File: config.mk
export PLATFORM = sky130hd
export DESIGN_NAME = pc_unit_flat
export DESIGN_NICKNAME = d
export VERILOG_FILES = /design/src/rtl/riscv_pkg.sv /design/src/rtl/pc_unit_if.sv /design/src/rtl/pc_ras.sv /design/src/rtl/pc_unit.sv /design/src/flat_wrapper.sv
export SDC_FILE = /design/constraint.sdc
export NUM_CORES = 1
export LEC_CHECK = 0
export BUFFER_PORTS_ARGS = -buffer_cell sky130_fd_sc_hd__buf_2
export CELL_PAD_IN_SITES_DETAIL_PLACEMENT = 1
export CELL_PAD_IN_SITES_GLOBAL_PLACEMENT = 1
export CORE_MARGIN = 2
export CORE_UTILIZATION = 38
export DETAILED_ROUTE_END_ITERATION = 10
export GPL_ROUTABILITY_DRIVEN = 0
export HOLD_SLACK_MARGIN = 0.03
export PLACE_DENSITY = 0.73
export SYNTH_ARGS = -nofsm -noshare
export SYNTH_HDL_FRONTEND = slang
export SYNTH_HIERARCHICAL = 1
export SYNTH_SLANG_ARGS = --single-unit
File: constraint.sdc
create_clock -name clk -period 5.4 [get_ports clk]
set_input_delay 0.81 -clock clk [delete_from_list [all_inputs] [get_ports clk]]
set_output_delay 0.81 -clock clk [all_outputs]
set_load 0.05 [all_outputs]
File: src/rtl/riscv_pkg.sv
// rtl/riscv_pkg.sv - shared defaults and next-PC select encoding for the fetch stage
// Purpose: XLEN / INSTR_BYTES / RESET_VECTOR defaults and the next-PC source encoding.
// Ports:   none (package).
package riscv_pkg;

  localparam int          XLEN_DEF         = 32;
  localparam int          INSTR_BYTES_DEF  = 4;
  localparam logic [31:0] RESET_VECTOR_DEF = 32'h0000_0000;

  // Next-PC source, listed in priority order.
  typedef enum logic [2:0] {
    SEL_TRAP  = 3'd0,
    SEL_REDIR = 3'd1,
    SEL_HOLD  = 3'd2,
    SEL_RAS   = 3'd3,
    SEL_SEQ   = 3'd4
  } next_pc_sel_e;

endpackage

File: src/rtl/pc_unit_if.sv
// rtl/pc_unit_if.sv - control/status bundle between fetch control and the PC stage
// Purpose: groups the PC-stage control inputs and status outputs.
// Ports:   master = fetch control side (drives stall/redirect/trap/hints),
//          slave  = pc_unit (drives pc_out, ras_hit, misalign_err, fetch_count).
interface pc_unit_if
  import riscv_pkg::*;
#(
  parameter int XLEN  = XLEN_DEF,
  parameter int CNT_W = 32
) ();

  logic             stall;
  logic             redirect_valid;
  logic [XLEN-1:0]  redirect_target;
  logic             trap_valid;
  logic [XLEN-1:0]  trap_vector;
  logic             call_hint;
  logic             ret_hint;
  logic [XLEN-1:0]  pc_out;
  logic             ras_hit;
  logic             misalign_err;
  logic [CNT_W-1:0] fetch_count;

  modport master (
    output stall, redirect_valid, redirect_target, trap_valid, trap_vector,
           call_hint, ret_hint,
    input  pc_out, ras_hit, misalign_err, fetch_count
  );

  modport slave (
    input  stall, redirect_valid, redirect_target, trap_valid, trap_vector,
           call_hint, ret_hint,
    output pc_out, ras_hit, misalign_err, fetch_count
  );

endinterface

File: src/rtl/pc_ras.sv
// rtl/pc_ras.sv - circular return-address stack with saturating occupancy count
// Purpose: call/return prediction storage; a push when full overwrites the oldest entry.
// Ports:   clk, reset (async, active-high), flush (count<=0), push, pop,
//          push_data (return address), top (entry at ptr-1), empty (count==0).
//          push and pop together replace the top entry in place (coroutine swap).
module pc_ras
  import riscv_pkg::*;
#(
  parameter int XLEN      = XLEN_DEF,
  parameter int RAS_DEPTH = 4
) (
  input  logic            clk,
  input  logic            reset,
  input  logic            flush,
  input  logic            push,
  input  logic            pop,
  input  logic [XLEN-1:0] push_data,
  output logic [XLEN-1:0] top,
  output logic            empty
);

  localparam int PTR_W = $clog2(RAS_DEPTH);
  localparam int OCC_W = $clog2(RAS_DEPTH + 1);

  logic [XLEN-1:0]  mem [RAS_DEPTH];
  logic [PTR_W-1:0] ptr;
  logic [PTR_W-1:0] ptr_m1;
  logic [OCC_W-1:0] count;
  logic             do_pop;
  logic             do_swap;

  assign ptr_m1  = ptr - PTR_W'(1);
  assign top     = mem[ptr_m1];
  assign empty   = (count == '0);
  assign do_pop  = pop && !empty;
  assign do_swap = push && do_pop;

  // Pointer wraps naturally because RAS_DEPTH is a power of two.
  always_ff @(posedge clk or posedge reset) begin
    if (reset) begin
      ptr   <= '0;
      count <= '0;
    end else if (flush) begin
      count <= '0;
    end else if (do_swap) begin
      ptr   <= ptr;
      count <= count;
    end else if (push) begin
      ptr <= ptr + PTR_W'(1);
      if (count != OCC_W'(RAS_DEPTH)) count <= count + OCC_W'(1);
    end else if (do_pop) begin
      ptr   <= ptr_m1;
      count <= count - OCC_W'(1);
    end
  end

  // Storage needs no reset: occupancy count guards every read.
  always_ff @(posedge clk) begin
    if (push && !flush) begin
      if (do_swap) mem[ptr_m1] <= push_data;
      else         mem[ptr]    <= push_data;
    end
  end

endmodule

File: src/rtl/pc_unit.sv
// rtl/pc_unit.sv - program-counter stage with next-PC select, RAS and fetch counter
// Purpose: holds the fetch PC; next PC from trap > redirect > stall > RAS return > sequential.
// Ports:   clk, reset (async, active-high), bus (pc_unit_if.slave):
//          in  stall, redirect_valid/target, trap_valid/vector, call_hint, ret_hint
//          out pc_out, ras_hit, misalign_err (1-cycle pulse), fetch_count
module pc_unit
  import riscv_pkg::*;
#(
  parameter int              XLEN         = XLEN_DEF,
  parameter logic [XLEN-1:0] RESET_VECTOR = XLEN'(RESET_VECTOR_DEF),
  parameter int              INSTR_BYTES  = INSTR_BYTES_DEF,
  parameter int              RAS_DEPTH    = 4,
  parameter int              CNT_W        = 32
) (
  input  logic       clk,
  input  logic       reset,
  pc_unit_if.slave   bus
);

  logic [XLEN-1:0]  pc_q;
  logic [XLEN-1:0]  pc_next;
  logic [XLEN-1:0]  pc_seq;
  logic [XLEN-1:0]  ras_top;
  logic             ras_empty;
  logic             ras_hit_q;
  logic             misalign_q;
  logic [CNT_W-1:0] count_q;
  logic             misaligned;
  logic             hints_live;
  next_pc_sel_e     sel;

  assign pc_seq     = pc_q + XLEN'(INSTR_BYTES);
  assign misaligned = bus.redirect_valid && (bus.redirect_target[1:0] != 2'b00);
  // Hints only matter on edges that fall through to RAS/sequential selection.
  assign hints_live = (sel == SEL_RAS) || (sel == SEL_SEQ);

  always_comb begin
    sel     = SEL_SEQ;
    pc_next = pc_seq;
    if (bus.trap_valid) begin
      sel     = SEL_TRAP;
      pc_next = bus.trap_vector;
    end else if (bus.redirect_valid) begin
      sel     = misaligned ? SEL_HOLD : SEL_REDIR;
      pc_next = misaligned ? pc_q : bus.redirect_target;
    end else if (bus.stall) begin
      sel     = SEL_HOLD;
      pc_next = pc_q;
    end else if (bus.ret_hint && !ras_empty) begin
      sel     = SEL_RAS;
      pc_next = ras_top;
    end
  end

  pc_ras #(
    .XLEN      (XLEN),
    .RAS_DEPTH (RAS_DEPTH)
  ) u_ras (
    .clk       (clk),
    .reset     (reset),
    .flush     (sel == SEL_TRAP),
    .push      (hints_live && bus.call_hint),
    .pop       (sel == SEL_RAS),
    .push_data (pc_seq),
    .top       (ras_top),
    .empty     (ras_empty)
  );

  always_ff @(posedge clk or posedge reset) begin
    if (reset) begin
      pc_q       <= RESET_VECTOR;
      ras_hit_q  <= 1'b0;
      misalign_q <= 1'b0;
      count_q    <= '0;
    end else begin
      pc_q       <= pc_next;
      // A trap overrides a misaligned redirect, so no error on trap edges.
      misalign_q <= misaligned && !bus.trap_valid;
      // ras_hit describes the last advance, so held edges keep it.
      if (sel != SEL_HOLD) begin
        ras_hit_q <= (sel == SEL_RAS);
        count_q   <= count_q + CNT_W'(1);
      end
    end
  end

  assign bus.pc_out       = pc_q;
  assign bus.ras_hit      = ras_hit_q;
  assign bus.misalign_err = misalign_q;
  assign bus.fetch_count  = count_q;

endmodule

File: src/flat_wrapper.sv
// flat-port wrapper written by rule: the top's interface ports become plain ports
module pc_unit_flat import riscv_pkg::*;
#(
  parameter int              XLEN         = XLEN_DEF,
  parameter logic [XLEN-1:0] RESET_VECTOR = XLEN'(RESET_VECTOR_DEF),
  parameter int              INSTR_BYTES  = INSTR_BYTES_DEF,
  parameter int              RAS_DEPTH    = 4,
  parameter int              CNT_W        = 32
)
  (clk, reset, bus_stall, bus_redirect_valid, bus_redirect_target, bus_trap_valid, bus_trap_vector, bus_call_hint, bus_ret_hint, bus_pc_out, bus_ras_hit, bus_misalign_err, bus_fetch_count);
  pc_unit_if #(.XLEN(XLEN), .CNT_W(CNT_W)) bus_i ();
  input  logic clk;
  input  logic reset;
  input wire logic [$bits(bus_i.stall)-1:0] bus_stall;
  input wire logic [$bits(bus_i.redirect_valid)-1:0] bus_redirect_valid;
  input wire logic [$bits(bus_i.redirect_target)-1:0] bus_redirect_target;
  input wire logic [$bits(bus_i.trap_valid)-1:0] bus_trap_valid;
  input wire logic [$bits(bus_i.trap_vector)-1:0] bus_trap_vector;
  input wire logic [$bits(bus_i.call_hint)-1:0] bus_call_hint;
  input wire logic [$bits(bus_i.ret_hint)-1:0] bus_ret_hint;
  output wire logic [$bits(bus_i.pc_out)-1:0] bus_pc_out;
  output wire logic [$bits(bus_i.ras_hit)-1:0] bus_ras_hit;
  output wire logic [$bits(bus_i.misalign_err)-1:0] bus_misalign_err;
  output wire logic [$bits(bus_i.fetch_count)-1:0] bus_fetch_count;
  assign bus_i.stall = bus_stall;
  assign bus_i.redirect_valid = bus_redirect_valid;
  assign bus_i.redirect_target = bus_redirect_target;
  assign bus_i.trap_valid = bus_trap_valid;
  assign bus_i.trap_vector = bus_trap_vector;
  assign bus_i.call_hint = bus_call_hint;
  assign bus_i.ret_hint = bus_ret_hint;
  assign bus_pc_out = bus_i.pc_out;
  assign bus_ras_hit = bus_i.ras_hit;
  assign bus_misalign_err = bus_i.misalign_err;
  assign bus_fetch_count = bus_i.fetch_count;
  pc_unit #(.XLEN(XLEN), .RESET_VECTOR(RESET_VECTOR), .INSTR_BYTES(INSTR_BYTES), .RAS_DEPTH(RAS_DEPTH), .CNT_W(CNT_W)) u_core (.clk(clk), .reset(reset), .bus(bus_i));
endmodule
==> results of run 1 <==
-- final timing paths --
| kind | slack [ns] | endpoint | depth (start not counted) |
|---|---|---|---|
| worst min register to register | 0.47 | u_core/bus.fetch_count[31] | 1 |
| worst max-delay path | 2.03 | u_core/u_ras/mem[3][18] | 7 |
| max in group asynchronous | 4.09 | u_core/bus.fetch_count[14] | 3 |
| worst min-delay path | 0.29 | u_core/u_ras/count[2] | 2 |
| min in group clk | 0.47 | u_core/bus.fetch_count[31] | 1 |
| worst max register to register | 2.03 | u_core/u_ras/mem[3][18] | 7 |
-- kinds of logic (layout without fill, tap and decap cells) --
group                    count (synthesis)  in the layout  synth area share (%)
AND/OR/NAND/NOR                        252            252                  13.9
flip-flops                             199            199                  58.1
AO/OA/AOI/OAI                          156            156                  11.1
buffers and inverters                   71            195                  3.41
XOR/XNOR                                59             59                  5.34
multiplexers                            34             34                  7.65
adder cells (fa/ha/maj)                  3              3                 0.465
other                                    0              1                     0
-- per-stage QoR --
step	instance area, um2	setup slack (ns)
floorplan	9680	0.421
global placement	10600	1.85
detailed placement	10600	1.77
CTS	11200	2.06
global route	11200	1.88
finish	11200	2.03
-- metal layers --
metal  GRT usage [%]  vias up
met5               0        -
met4            7.89        0
met3            3.50       41
met2            34.9      224
met1            29.4     3660
li1                -     3171
-- report_power, final --
part,internal (uW),switching [uW]
Sequential,1740,158
Combinational,296,554
Clock,642,547
Total,2680,1260
-- area by class of cell --
cell class	instances	area share [%]
sequential	199	50.3
clock inverter	10	0.727
tap	330	3.69
clock buffer	22	4.06
antenna	1	0.0224
timing repair buffer	148	7.01
multi-input combinational	504	33.7
inverter	15	0.504
-- critical path: cells and delay by family, from the launching register on --
kind / cells / cell delay [ns]
AOI/OAI and AO/OA: 2 / 0.92
buffers and inverters: 1 / 0.35
DFF: 1 / 0.57
and+or+nand+nor: 4 / 1.20
-- placed cells by master (no fill, tap or decap), types with 19 or more instances in the layout --
master and n:
nor2_1 46, buf_2 136, edfxtp_1 128, xor2_1 23
mux4_2 32, nor3_1 19, a21oi_1 25, nand2_1 63
xnor2_1 36, nand3_1 25, o21ai_0 45, dfrtp_1 70
-- sequential cells by signal (all words and copies together) (netlist names) --
signal	cells
u_core/bus.fetch_count	32
u_core/u_ras/mem	128
u_core/bus.misalign_err	1
u_core/bus.ras_hit	1
u_core/bus.pc_out	32
u_core/u_ras/ptr	2
u_core/u_ras/count	3
==> impl_metrics.env, run 1 <==
export IMPL_maxCapViolations=0
export IMPL_clockBufferDepth=2
export IMPL_finalMaxSlewViolations=0
export IMPL_slew_limit_headroom_pct=29.7
export IMPL_ios=137
export IMPL_synth_common_cells="edfxtp_1 (128), dfrtp_1 (71), nand2_1 (63)"
export IMPL_regArea_um2=5620
export IMPL_ys_seq_area_share_pct=58.1
export IMPL_fmax_mhz=296
export IMPL_cp_data_arrival_time_ns=3.51
export IMPL_worst_pin_slew_ns=1.05
export IMPL_total_power_uw=3930
export IMPL_synth_cell_types=71
export IMPL_layout_drive_gt1_share_pct=26.2
export IMPL_end_kind="flop"
export IMPL_routed_top_layer="met4"
export IMPL_finalSetupViolCount=0
export IMPL_grt_max_degree=67
export IMPL_grt_pass1_vias=7251
export IMPL_dp_cells=1196
export IMPL_period_share_pct=62.5
export IMPL_initial_core_util_pct=38.5
export IMPL_setup_tns_ns=0
export IMPL_rsz0062_at_grt="no"
export IMPL_postCtsHoldBufs=0
export IMPL_wl_met2_mm=13.8
export IMPL_yosys_top_cells_area="edfxtp_1 (40%), dfrtp_1 (18%), mux4_2 (7.4%), xnor2_1 (3.3%), nand2_1 (2.4%)"
export IMPL_vias=7096
export IMPL_grt_ovfl_total=0
export IMPL_synth_flop_cell="edfxtp_1"
export IMPL_ys_seq_elements=199
export IMPL_required_ns=5.54
export IMPL_area_growth_pct=15.5
export IMPL_netlist_area_um2=9680
export IMPL_cp_slowest_cell="a21oi_4"
export IMPL_synth_fp_nets=848
export IMPL_vias_per_cell=5.77
export IMPL_ys_warn_count=6
export IMPL_wl_met3_mm=1.61
export IMPL_yosysTopAreaCellShare_pct=39.7
export IMPL_wl_mm=28.3
export IMPL_cts_tree="built"
export IMPL_cts_max_level=4
export IMPL_nFillCells=2729
export IMPL_finalNonFillerCells=1229
export IMPL_cts_sinks=199
export IMPL_drt_met1_wl_mm=12.2
export IMPL_p_leak_uw=0.00415
export IMPL_postRouteAntennaNets=0
export IMPL_num_nets_final=959
export IMPL_synth_edf_count=128
export IMPL_grt_usage_pct=21.6
export IMPL_hpwlAfterDp_mm=18.9
export IMPL_r2r_start="u_core/u_ras/count[0]"
export IMPL_synthArstFlopShare_pct=35.7
export IMPL_path_cells="nor3_1 > nor2b_2 > and3_1 > o31ai_4 > or3_1 > a21oi_4 > buf_4"
export IMPL_die_height_um=164
export IMPL_grt_first_pass_wirelength_mm=43.2
export IMPL_worst_ir_drop_vdd_v=0.000169
export IMPL_holdWs_ns=0.291
export IMPL_fp_dieW_um=164
export IMPL_finClkSkew_ns=0.00746
export IMPL_worstSkewPairLatency_ns=0.44
export IMPL_finalHoldViolations=0
export IMPL_critical_path_class="flop to flop"
export IMPL_drcViolationCount=0
export IMPL_core_area_um2=25100
export IMPL_yosysTopAreaCell="edfxtp_1"
export IMPL_ctsRootBufferMaster="clkbuf_16"
export IMPL_post_cts_resize_count=0
export IMPL_antenna_found_initial=1
export IMPL_max_stage_delay_ns=0.74
export IMPL_startpoint_type="flop"
export IMPL_post_cts_buffers=0
export IMPL_wire_per_inst_um=23.0
export IMPL_post_route_min_period_ns=3.37
export IMPL_cts_buffers=17
export IMPL_drtIter0Drc=576
export IMPL_dr_pass1_iters=4
export IMPL_status="finished clean"
export IMPL_hold_class="input pin to asynchronous set/reset pin"
export IMPL_multiInputGateArea_um2=3770
export IMPL_startpoint="u_core/u_ras/count[0]"
export IMPL_synth_most_common_cell="edfxtp_1"
export IMPL_p_per_area_nw_per_um2=352
export IMPL_numPortBuffers=136
export IMPL_path_clk_slew_ns=0.07
export IMPL_fp_row_count=58
export IMPL_final_core_util_pct=44.5
export IMPL_synthCells=774
export IMPL_syn_avg_cell_area_um2=12.5
export IMPL_dieArea_um2=26800
export IMPL_critical_path_max_fanout=22
No activity file was read; power rests on OpenSTA's default activity.
==> inputs of run 2 (changes only) <==
- ABC_AREA: not set -> 1
- PLACE_DENSITY: 0.73 -> 0.77
- clock period: 5.4 -> 3.53 ns (I/O delays scaled with it)
==> impl_metrics.env, run 2 <==
export IMPL_status="finished clean"
export IMPL_required_ns=3.67
export IMPL_syn_avg_cell_area_um2=8.52
export IMPL_synthCells=1222
export IMPL_postRouteAntennaNets=0
export IMPL_dieArea_um2=28700
export IMPL_cts_max_level=4
export IMPL_cts_sinks=199
export IMPL_grt_first_pass_wirelength_mm=52.0
export IMPL_synth_fp_nets=1296
export IMPL_fp_row_count=60
export IMPL_worst_ir_drop_vdd_v=0.000423
export IMPL_slew_limit_headroom_pct=56.7
export IMPL_grt_ovfl_total=0
export IMPL_fp_dieW_um=170
export IMPL_total_power_uw=7620
export IMPL_cp_data_arrival_time_ns=2.74
export IMPL_startpoint_type="flop"
export IMPL_core_area_um2=27000
export IMPL_synth_flop_cell="edfxtp_1"
export IMPL_critical_path_class="flop to flop"
export IMPL_drcViolationCount=0
export IMPL_synthArstFlopShare_pct=35.7
export IMPL_regMostFlops="u_core/u_ras/mem"
export IMPL_initial_core_util_pct=38.6
export IMPL_yosys_top_cells_area="edfxtp_1 (37%), dfrtp_1 (17%), nand2_1 (12%), nor2_1 (6.5%), nand3_1 (4.2%)"
export IMPL_final_cell_mix="nand2_1 (334), nor2_1 (175), buf_2 (136), edfxtp_1 (128), nand3_1 (87)"
export IMPL_finClkSkew_ns=0.0163
export IMPL_wl_mm=32.7
export IMPL_fmax_mhz=384
export IMPL_yosysTopAreaCellShare_pct=36.9
export IMPL_largest_register_ffs=128
export IMPL_die_height_um=170
export IMPL_area_growth_pct=16.1
export IMPL_worstSkewPairLatency_ns=0.45
export IMPL_period_share_pct=73.8
export IMPL_layout_drive_gt1_share_pct=17.9
export IMPL_vias_per_cell=5.27
export IMPL_grt_max_degree=67
export IMPL_synth_edf_count=128
export IMPL_post_cts_resize_count=0
export IMPL_synth_most_common_cell="nand2_1"
export IMPL_ios=137
export IMPL_final_common_cell="nand2_1"
export IMPL_post_route_min_period_ns=2.61
export IMPL_grt_pass1_vias=9333
export IMPL_finalMaxSlewViolations=0
export IMPL_numPortBuffers=136
export IMPL_rsz0062_at_grt="no"
export IMPL_netlist_area_um2=10400
export IMPL_r2r_slack_ns=0.92
export IMPL_antenna_found_initial=0
export IMPL_ys_seq_area_share_pct=54.0
export IMPL_cts_buffers=17
export IMPL_synth_common_cells="nand2_1 (334), nor2_1 (179), edfxtp_1 (128)"
export IMPL_ys_seq_elements=199
export IMPL_path_clk_slew_ns=0.08
export IMPL_p_per_area_nw_per_um2=630
export IMPL_wire_per_inst_um=19.2
export IMPL_synth_cell_types=43
export IMPL_worst_pin_slew_ns=0.650
export IMPL_grt_usage_pct=23.5
export IMPL_ys_warn_count=6
export IMPL_hold_class="input pin to flop"
export IMPL_finalHoldViolations=0
export IMPL_dr_pass1_iters=4
export IMPL_post_cts_buffers=0
export IMPL_drtIter0Drc=673
export IMPL_hpwlAfterDp_mm=23.5
export IMPL_clockBufferDepth=2
export IMPL_cts_tree="built"
export IMPL_yosysTopAreaCell="edfxtp_1"
export IMPL_p_leak_uw=0.00524
export IMPL_finalNonFillerCells=1701
export IMPL_ctsRootBufferMaster="clkbuf_16"
export IMPL_end_kind="flop"
export IMPL_critical_path_max_fanout=27
export IMPL_vias=8965
export IMPL_num_nets_final=1421
export IMPL_antennaDiodeCount=0
export IMPL_postCtsHoldBufs=1
export IMPL_dp_cells=1668
export IMPL_maxCapViolations=0
export IMPL_finalSetupViolCount=0
run 2: changes by cell type after synthesis, sizes merged, moves of 11 or more:
cell and change:
nor2 +151, mux4 -32, nand2 +283, inv +74, a21oi +26, o21ai +48, xnor2 -23, nand2b -15
and3 -13, nand3 +63, a31oi -11
run 2: cells by family after synthesis:
| group | synth area share (%) |
|---|---|
| flip-flops | 54.0 |
| AND/OR/NAND/NOR | 27.8 |
| XOR/XNOR | 2.86 |
| AO/OA/AOI/OAI | 9.06 |
| buffers and inverters | 5.85 |
| adder cells (fa/ha/maj) | 0.433 |
run 2: per-stage QoR:
| stage | hold WS, ns | setup WS [ns] | TNS (ns) | instance area, um2 | utilization, % |
|---|---|---|---|---|---|
| finish | 0.364 | 0.925 | 0 | 12100 | 44.9 |
| floorplan | 0.308 | -0.292 | -18.66 | 10400 | - |
| CTS | 0.358 | 0.883 | 0 | 12100 | 44.9 |
| global route | 0.376 | 0.680 | 0 | 12100 | 44.9 |
| global placement | 0.469 | 0.865 | 0 | 11500 | 42.5 |
| detailed placement | 0.467 | 0.736 | 0 | 11500 | 42.5 |
run 2: per-layer routing:
| layer | global-route usage [%] | up-vias | part of all wire, % |
|---|---|---|---|
| met5 | 0 | - | 0 |
| met3 | 3.24 | 38 | 4.2 |
| met2 | 39.1 | 217 | 48 |
| met1 | 32.0 | 4427 | 45 |
| li1 | - | 4283 | - |
| met4 | 6.91 | 0 | 1.9 |
run 2: path summary, 6_finish.rpt:
check / startpoint / to / cells past startpoint
worst max register to register: u_core/u_ras/count[0] / u_core/u_ras/mem[3][13] / 13
worst min-delay path: bus_redirect_target[1] / u_core/bus.misalign_err / 3
min in group asynchronous: reset / u_core/u_ras/ptr[0] / 3
worst min register to register: u_core/bus.fetch_count[14] / u_core/bus.fetch_count[14] / 1
max in group asynchronous: reset / u_core/bus.fetch_count[14] / 4
worst max-delay path: u_core/u_ras/count[0] / u_core/u_ras/mem[3][13] / 13
run 2: power by group:
| group | total (uW) | switching [uW] | internal (uW) |
|---|---|---|---|
| registers | 3010 | 291 | 2720 |
| clock network | 2080 | 985 | 1090 |
| logic | 2540 | 1870 | 664 |
| total | 7620 | 3150 | 4480 |
run 2: area by class of cell:
class,instances,area [um2]
Clock buffer,17,425
Clock inverter,15,201
Fill cell,3204,14900
Inverter,90,340
Multi-Input combinational cell,881,4190
Sequential cell,199,5620
Tap cell,341,427
Timing Repair Buffer,158,886
run 2: worst max-delay path, cell delays in order, from the launching register on:
cell and delay [ns]:
dfrtp_1 0.39, nor2_1 0.09, nand2_2 0.13, inv_1 0.07
nor2_2 0.13, nand3_1 0.10, nor2_1 0.30, nand2_4 0.11
nand2_2 0.10, nand2_1 0.07, nand2_1 0.10, nand2_1 0.09
nor2_2 0.35, buf_12 0.26
==> inputs of run 3 (changes only) <==
- ABC_AREA: 1 -> 0
- PLACE_DENSITY: 0.77 -> 0.73
- clock period: 3.53 -> 2.6 ns (I/O delays scaled with it)
==> impl_metrics.env, run 3 (same netlist as run 1, synthesis figures left out) <==
export IMPL_startpoint_type="flop"
export IMPL_post_cts_resize_count=0
export IMPL_path_clk_slew_ns=0.08
export IMPL_cts_tree="built"
export IMPL_status="finished clean"
export IMPL_fin_ws_ns=0.150
export IMPL_finClkSkew_ns=0.0141
export IMPL_fp_row_count=58
export IMPL_post_route_min_period_ns=2.45
export IMPL_p_per_area_nw_per_um2=726
export IMPL_cp_data_arrival_time_ns=2.59
export IMPL_required_ns=2.74
export IMPL_ios=137
export IMPL_dp_cells=1225
export IMPL_cts_buffers=17
export IMPL_dp_slack_ns=0.252
export IMPL_hpwlAfterDp_mm=20.2
export IMPL_cp_slowest_cell="dfrtp_1"
export IMPL_path_cells="nor3_4 > nor2b_2 > and3_4 > o31ai_4 > or3_1 > a21oi_4 > buf_4"
export IMPL_vias_per_cell=5.77
export IMPL_finalHoldViolations=0
export IMPL_finalMaxSlewViolations=0
export IMPL_largest_register_ffs=128
export IMPL_period_share_pct=94.2
export IMPL_grt_pass1_vias=7598
export IMPL_finalSetupViolCount=0
export IMPL_drtIter0Drc=607
export IMPL_initial_core_util_pct=38.5
export IMPL_core_area_um2=25100
export IMPL_critical_path_class="flop to flop"
export IMPL_grt_ovfl_total=0
export IMPL_worstSkewPairLatency_ns=0.44
export IMPL_numPortBuffers=136
export IMPL_vias=7268
export IMPL_worst_ir_drop_vdd_v=0.000331
export IMPL_wl_mm=29.2
export IMPL_slew_limit_headroom_pct=41.5
export IMPL_postRouteAntennaNets=0
export IMPL_dr_pass1_iters=5
export IMPL_cts_max_level=4
export IMPL_layout_drive_gt1_share_pct=29.7
export IMPL_fp_dieW_um=164
export IMPL_wire_per_inst_um=23.2
export IMPL_critical_path_max_fanout=11
export IMPL_ctsRootBufferMaster="clkbuf_16"
export IMPL_antenna_found_initial=1
export IMPL_regMostFlops="u_core/u_ras/mem"
export IMPL_area_growth_pct=19.8
export IMPL_dieArea_um2=26800
export IMPL_clockBufferDepth=2
export IMPL_grt_first_pass_wirelength_mm=44.9
export IMPL_maxCapViolations=0
export IMPL_finalNonFillerCells=1259
export IMPL_final_common_cell="buf_2"
export IMPL_rsz0062_at_grt="no"
export IMPL_num_nets_final=989
export IMPL_drcViolationCount=0
export IMPL_fmax_mhz=408
export IMPL_post_cts_buffers=0
export IMPL_hold_class="input pin to flop"
export IMPL_worst_pin_slew_ns=0.875
export IMPL_grt_usage_pct=22.5
export IMPL_cts_sinks=199
export IMPL_die_height_um=164
export IMPL_final_cell_mix="buf_2 (136), edfxtp_1 (128), dfrtp_1 (70), nand2_1 (63), nor2_1 (47)"
export IMPL_end_kind="flop"
export IMPL_postCtsHoldBufs=1
export IMPL_grt_max_degree=41
export IMPL_p_leak_uw=0.00436
export IMPL_max_stage_delay_ns=0.60
## run 3: cell types whose count changed in the layout (fill, tap and decap cells not counted), sizes merged, moves of 20 or more
cell / previous run / this run
a21oi: 53 / 27
o21ai: 93 / 45
nand3: 88 / 25
buf: 157 / 177
xnor2: 13 / 36
mux4: 0 / 32
inv: 97 / 23
nor2: 199 / 48
nand2: 347 / 64
## run 3: power by group
part | total [uW] | leakage, uW | switching [uW] | internal, uW
combinational | 1960 | 0.00205 | 1270 | 694
sequential | 3870 | 0.00203 | 263 | 3610
clock | 2590 | 0.000276 | 1310 | 1280
## run 3: final cells by class
cell class                      count  area (um2)
Antenna cell                        1        2.50
Timing Repair Buffer              178        1110
Clock buffer                       17         425
Clock inverter                     15         154
Tap cell                          330         413
Inverter                           15        56.3
Sequential cell                   199        5620
Fill cell                        2708       13500
Multi-Input combinational cell    504        3810
## run 3: per-stage QoR
step	power (uW)	util [%]	instance area [um2]	hold slack (ns)	setup TNS [ns]
2_1_floorplan	5250	-	9800	0.169	-6.49
3_3_place_gp	5840	43.8	11000	0.323	0
3_5_place_dp	5890	43.8	11000	0.332	0
4_1_cts	8480	46.2	11600	0.195	0
5_1_grt	8750	46.2	11600	0.216	0
6_report	8420	46.2	11600	0.212	0
## run 3: worst max-delay path: cells and delay by family, from the launching register on
| kind | cells | cell delay (ns) |
|---|---|---|
| flops | 1 | 0.60 |
| simple gates | 4 | 0.95 |
| buf+inv | 1 | 0.24 |
| compound gates | 2 | 0.36 |
## run 3: layer usage
layer  wire, um  vias up  GRT usage [%]
met5          0        -              0
met4        512        0           7.42
met3       1860       41           3.78
met2      14500      280           37.0
met1      12400     3724           30.3
li1           -     3223              -
## run 3: path summary, 6_finish.rpt
path	startpoint	endpoint	slack (ns)	cells after the start
worst max-delay path	u_core/u_ras/count[1]	u_core/u_ras/mem[3][3]	0.15	7
worst min-delay path	bus_trap_vector[9]	u_core/bus.pc_out[9]	0.21	3
worst max register to register	u_core/u_ras/count[1]	u_core/u_ras/mem[3][3]	0.15	7
worst min register to register	u_core/bus.fetch_count[31]	u_core/bus.fetch_count[31]	0.47	1
max in group asynchronous	reset	u_core/bus.fetch_count[29]	1.20	4
min in group asynchronous	reset	u_core/u_ras/ptr[1]	0.43	3
